--- config.mk ---
export PLATFORM = sky130hd
export DESIGN_NAME = be_block_splitter
export DESIGN_NICKNAME = d
export VERILOG_FILES = /design/src/rtl/be_block_splitter.sv
export SDC_FILE = /design/constraint.sdc
export NUM_CORES = 1
export LEC_CHECK = 0
export BUFFER_PORTS_ARGS = -buffer_cell sky130_fd_sc_hd__buf_2
export CORE_ASPECT_RATIO = 1.1
export CORE_MARGIN = 1
export CORE_UTILIZATION = 54
export CTS_CLUSTER_DIAMETER = 50
export CTS_CLUSTER_SIZE = 30
export DETAILED_ROUTE_END_ITERATION = 7
export PLACE_DENSITY = 0.79
export SYNTH_ARGS = -nofsm -noshare
export SYNTH_HDL_FRONTEND = slang
export SYNTH_SLANG_ARGS = --single-unit
export TNS_END_PERCENT = 10
--- constraint.sdc ---
create_clock -name clk -period 2.38 [get_ports clk]
set_input_delay 0.476 -clock clk [delete_from_list [all_inputs] [get_ports clk]]
set_output_delay 0.476 -clock clk [all_outputs]
set_load 0.01 [all_outputs]
--- src/rtl/be_block_splitter.sv ---
// Splits a big-endian block into a stream of byte-reversed 32-bit words, most-significant word first.
// Optional BE_BLOCK_SPLITTER_SKID_EN adds a one-block skid register, so block_ready no longer depends on word_ready.
module be_block_splitter #(
  parameter int NUM_WORDS = 4
) (
  input  logic                   clk,
  input  logic                   rst_n,
  input  logic                   block_valid,
  output logic                   block_ready,
  input  logic [32*NUM_WORDS-1:0] block,
  output logic                   word_valid,
  input  logic                   word_ready,
  output logic [31:0]            word,
  output logic                   word_last,
  output logic                   dbg_busy
);

  localparam int BW = 32 * NUM_WORDS;
  localparam int IW = (NUM_WORDS > 1) ? $clog2(NUM_WORDS) : 1;
  localparam logic [IW-1:0] LAST = IW'(NUM_WORDS - 1);

  typedef enum logic {IDLE, DRAIN} state_t;

  // Handshakes: a transfer happens on a rising edge where valid and ready are both high;
  // a presented word (word, word_last) holds steady until it is taken.
  state_t          state_q, state_n;
  logic [BW-1:0]   hold_q, hold_n;
  logic [IW-1:0]   idx_q, idx_n, idx_inc;
  logic [31:0]     word_n;
  logic            valid_n, last_n;
  logic            accept, consume, load_en;
  logic [BW-1:0]   load_src;

  function automatic logic [31:0] bswap_slice(input logic [BW-1:0] b, input logic [IW-1:0] i);
    logic [31:0] w;
    w = b[32*(NUM_WORDS-1-int'(i)) +: 32];
    return {w[7:0], w[15:8], w[23:16], w[31:24]};
  endfunction

`ifdef BE_BLOCK_SPLITTER_SKID_EN
  logic [BW-1:0] skid_q, skid_n;
  logic          skid_full_q, skid_full_n;
  assign block_ready = rst_n && !skid_full_q;
`else
  assign block_ready = rst_n && ((state_q == IDLE) || (idx_q == LAST && word_ready));
`endif

  assign accept   = block_valid && block_ready;
  assign consume  = word_valid && word_ready;
  assign idx_inc  = idx_q + 1'b1;
  assign dbg_busy = (state_q == DRAIN);

  always_comb begin
    state_n  = state_q;
    hold_n   = hold_q;
    idx_n    = idx_q;
    word_n   = word;
    valid_n  = word_valid;
    last_n   = word_last;
    load_en  = 1'b0;
    load_src = block;
`ifdef BE_BLOCK_SPLITTER_SKID_EN
    skid_n      = skid_q;
    skid_full_n = skid_full_q;
`endif
    case (state_q)
      IDLE: begin
        if (accept) load_en = 1'b1;
      end
      DRAIN: begin
        if (consume && idx_q == LAST) begin
`ifdef BE_BLOCK_SPLITTER_SKID_EN
          if (skid_full_q) begin
            load_en     = 1'b1;
            load_src    = skid_q;
            skid_full_n = 1'b0;
          end else if (accept) begin
            load_en = 1'b1;
          end else begin
            state_n = IDLE;
            valid_n = 1'b0;
            last_n  = 1'b0;
          end
`else
          if (accept) begin
            load_en = 1'b1;
          end else begin
            state_n = IDLE;
            valid_n = 1'b0;
            last_n  = 1'b0;
          end
`endif
        end else if (consume) begin
          idx_n  = idx_inc;
          word_n = bswap_slice(hold_q, idx_inc);
          last_n = (idx_inc == LAST);
        end
`ifdef BE_BLOCK_SPLITTER_SKID_EN
        // A block arriving mid-drain parks in the skid unless it can go straight to hold.
        if (accept && !(consume && idx_q == LAST)) begin
          skid_n      = block;
          skid_full_n = 1'b1;
        end
`endif
      end
      default: state_n = IDLE;
    endcase
    if (load_en) begin
      state_n = DRAIN;
      hold_n  = load_src;
      idx_n   = '0;
      word_n  = bswap_slice(load_src, '0);
      valid_n = 1'b1;
      last_n  = 1'b0;
    end
  end

  always_ff @(posedge clk or negedge rst_n) begin
    if (!rst_n) begin
      state_q    <= IDLE;
      hold_q     <= '0;
      idx_q      <= '0;
      word       <= '0;
      word_valid <= 1'b0;
      word_last  <= 1'b0;
`ifdef BE_BLOCK_SPLITTER_SKID_EN
      skid_q      <= '0;
      skid_full_q <= 1'b0;
`endif
    end else begin
      state_q    <= state_n;
      hold_q     <= hold_n;
      idx_q      <= idx_n;
      word       <= word_n;
      word_valid <= valid_n;
      word_last  <= last_n;
`ifdef BE_BLOCK_SPLITTER_SKID_EN
      skid_q      <= skid_n;
      skid_full_q <= skid_full_n;
`endif
    end
  end

endmodule
==> flow_summary.ini <==
[run_status]
status = complete, but fails checks
violations = DRC

[final_layout]
multi_input_area_um2 = 2780
stdcell_count = 1074
fillers = 1020
register_area_um2 = 4130
area_growth_pct = 21.0
drive_gt1_share_pct = 26.4
num-nets-final = 1036

[power]
combPwrFrac_pct = 35.3
seqPwrFrac_pct = 40.9
ir_worst_vdd_v = 0.000628
pwr_density_cell_nw_per_um2 = 1360
p_switching_mw = 3.93
intPower_mw = 7.92
p_sw_share_pct = 33.2
clkPwrFrac_pct = 23.8
cellLeakagePower_nw = 4.61

[clock_network]
clk_pin_slew_ps = 60
insertion_delay_ps = 430
cts_buffers = 17
clockBufferDepth = 2
cts_tree = yes
clock-sinks = 165
hold_buffers = 0
cts_setup_buffers = 0
cts_max_level = 4
root_buffer = clkbuf_16
cts_resized = 0

[global_routing]
met1_usage_pct = 34.1
grt_pass1_vias = 5490
grt_max_degree = 166
met3_usage_pct = 5.49
grt_first_pass_wirelength_um = 26800
top_usage_layer = met2
antenna_found_initial = 2
met2_usage_pct = 41.3
grt_use_total_pct = 25.7
gr-total-overflow = 0

[floorplanning]
die_w_um = 112
core_area_um2 = 12800
dieArea_um2 = 13800
row_count = 43
die_h_um = 123
ios = 168
start_util_pct = 56.3

[critical_path]
critPathMaxFanout = 5
max_stage_delay_ps = 390
ff2ff_path_depth = 7
end_kind = output pin
crit_path_cell_trace = ha_1 -> nand2_1 -> a21boi_0 -> buf_2
worstSetupStartpointType = flip-flop
r2r_slack_ps = 400
worstReg2RegStart = idx_q[0]$_DFFE_PN0P_
crit_path_start = idx_q[1]$_DFFE_PN0P_
path_class = flip-flop to output pin
crit_arrival_ps = 1510
reg2reg_to = word[27]$_DFFE_PN0P_
critPathRequiredTime_ps = 1900
critPathSlowestCell = dfrtp_1

[synth]
yosys.cell_count.top_type = nand2_1
synth_area_leaders = dfrtp_1, nand2_1, mux4_2
ys.warnings.count = 0
syn_area_per_cell_um2 = 9.60
synthDominantAreaCellType = dfrtp_1
synthArstFlopShare_pct = 100
synthFlopType = dfrtp_1
synth_cell_types = 23
syn_inst = 751
synthTopCellsByCount = nand2_1, dfrtp_1, nor2_1
synth-edff-count = 0
ys_seq_area_share_pct = 57.3
ys_ff_latch = 165
syn_area_um2 = 7210
synth_top_cell_area_share_pct = 57.3
synthesis.nets = 885

[sta]
drv_slew = 0
setup_viol = 0
hold_viol = 0
worst_pin_slew_ps = 877
rsz0062_at_grt = false
max-slew-margin-rel_pct = 41.5
skew_ps = 9.62
period_minus_slack_ps = 1980
post-route-period-util_pct = 83.3
setup_tns_ps = 0
timing.fmax_mhz = 504

[route]
viasPerCell = 5.20
wirelength_um = 16400
drc_errors = 7
drt-initial-drc-count = 388
vias = 5583
routedWlPerCell_um = 15.2
drtAntennaViolNets = 0
first_pass_iters = 7

[place]
placed_cells = 1040
gp_congestion = 0.767
io_buffers = 167
dp_hpwl_um = 10600

[worst_hold_path]
hold_class = primary input to asynchronous set/reset pin

[run]
cap_violations = 0
[area by class of cell]
class                   count  share of cell area, %
diodes                      2                 0.0574
clock buffers              22                   5.09
clock inverters            10                   1.79
inverters                   1                 0.0430
multi-input cells         538                   31.9
flip-flops and latches    165                   47.3
well taps                 157                   2.25
repair buffers            179                   11.5
[how the worst max path moves through the flow]
stage          depth (start not counted)              endpoint  slack (ps)
2_1_floorplan                          9  word[24]$_DFFE_PN0P_         310
3_3_place_gp                           7  word[10]$_DFFE_PN0P_         430
3_5_place_dp                           7  word[20]$_DFFE_PN0P_         420
4_1_cts                                7  word[19]$_DFFE_PN0P_         390
5_1_grt                                7  word[21]$_DFFE_PN0P_         240
6_report                               4           block_ready         400
[cells in the final DEF (no fill, tap or decap), types with 2 or more instances in the layout]
cell type	synthesis	final
buf_12	0	6
buf_2	14	166
buf_4	12	6
bufinv_16	0	4
clkbuf_1	10	5
clkbuf_16	0	17
clkinv_2	0	4
dfrtp_1	165	164
diode_2	0	2
ha_1	2	2
mux4_2	32	32
nand2_1	400	400
nand3_1	21	21
nor2_1	50	50
o22ai_1	23	23
[metrics by stage]
stage	hold WS, ps	utilization (%)	total power, mW	area [µm²]	worst slack [ps]
floorplan	180	-	7.83	7210	313
global placement	452	63.4	8.88	8120	430
detailed placement	457	63.4	9.06	8120	421
CTS	221	68.1	11.9	8720	386
global route	232	68.1	12.7	8730	240
finish	198	68.1	11.9	8730	397
[per-layer routing]
layer  vias to the layer above  part of all wire, %
met3                        31                  5.3
met2                       177                   50
met4                         0                  2.4
met5                         -                    0
li1                       2716                    -
met1                      2659                   42
[kinds of logic after synthesis]
group | Yosys count | synth area share, %
AOI/OAI and AO/OA | 29 | 2.62
muxes | 33 | 10.1
DFF | 165 | 57.3
adders and majority gates | 2 | 0.347
and+or+nand+nor | 473 | 25.1
xor gates and xnor gates | 1 | 0.122
buffers and inverters | 48 | 4.41
[state kept, by name (all words and copies together) (netlist names)]
| register | cells |
|---|---|
| dbg_busy | 1 |
| word | 32 |
| word_valid | 1 |
| word_last | 1 |
| hold_q | 128 |
| idx_q | 2 |
[worst max-delay path: cells and delay by family (launching register included)]
| kind | cells | cell delay, ps |
|---|---|---|
| DFF | 1 | 390 |
| adders and majority gates | 1 | 280 |
| AOI/OAI and AO/OA | 1 | 180 |
| buffers and inverters | 1 | 160 |
| and+or+nand+nor | 1 | 80 |
[power groups by stage]
| stage | Clock, mW | Combinational [mW] | Sequential, mW |
|---|---|---|---|
| after detailed placement | 0 | 4.20 | 4.87 |
| after global routing | 2.97 | 4.72 | 4.99 |
| after floorplan | 0 | 3.06 | 4.77 |
| after CTS | 2.86 | 4.23 | 4.84 |
| final | 2.82 | 4.19 | 4.85 |
| after global placement | 0 | 4.04 | 4.83 |
Note: power is estimated with default switching activity, not from simulation.
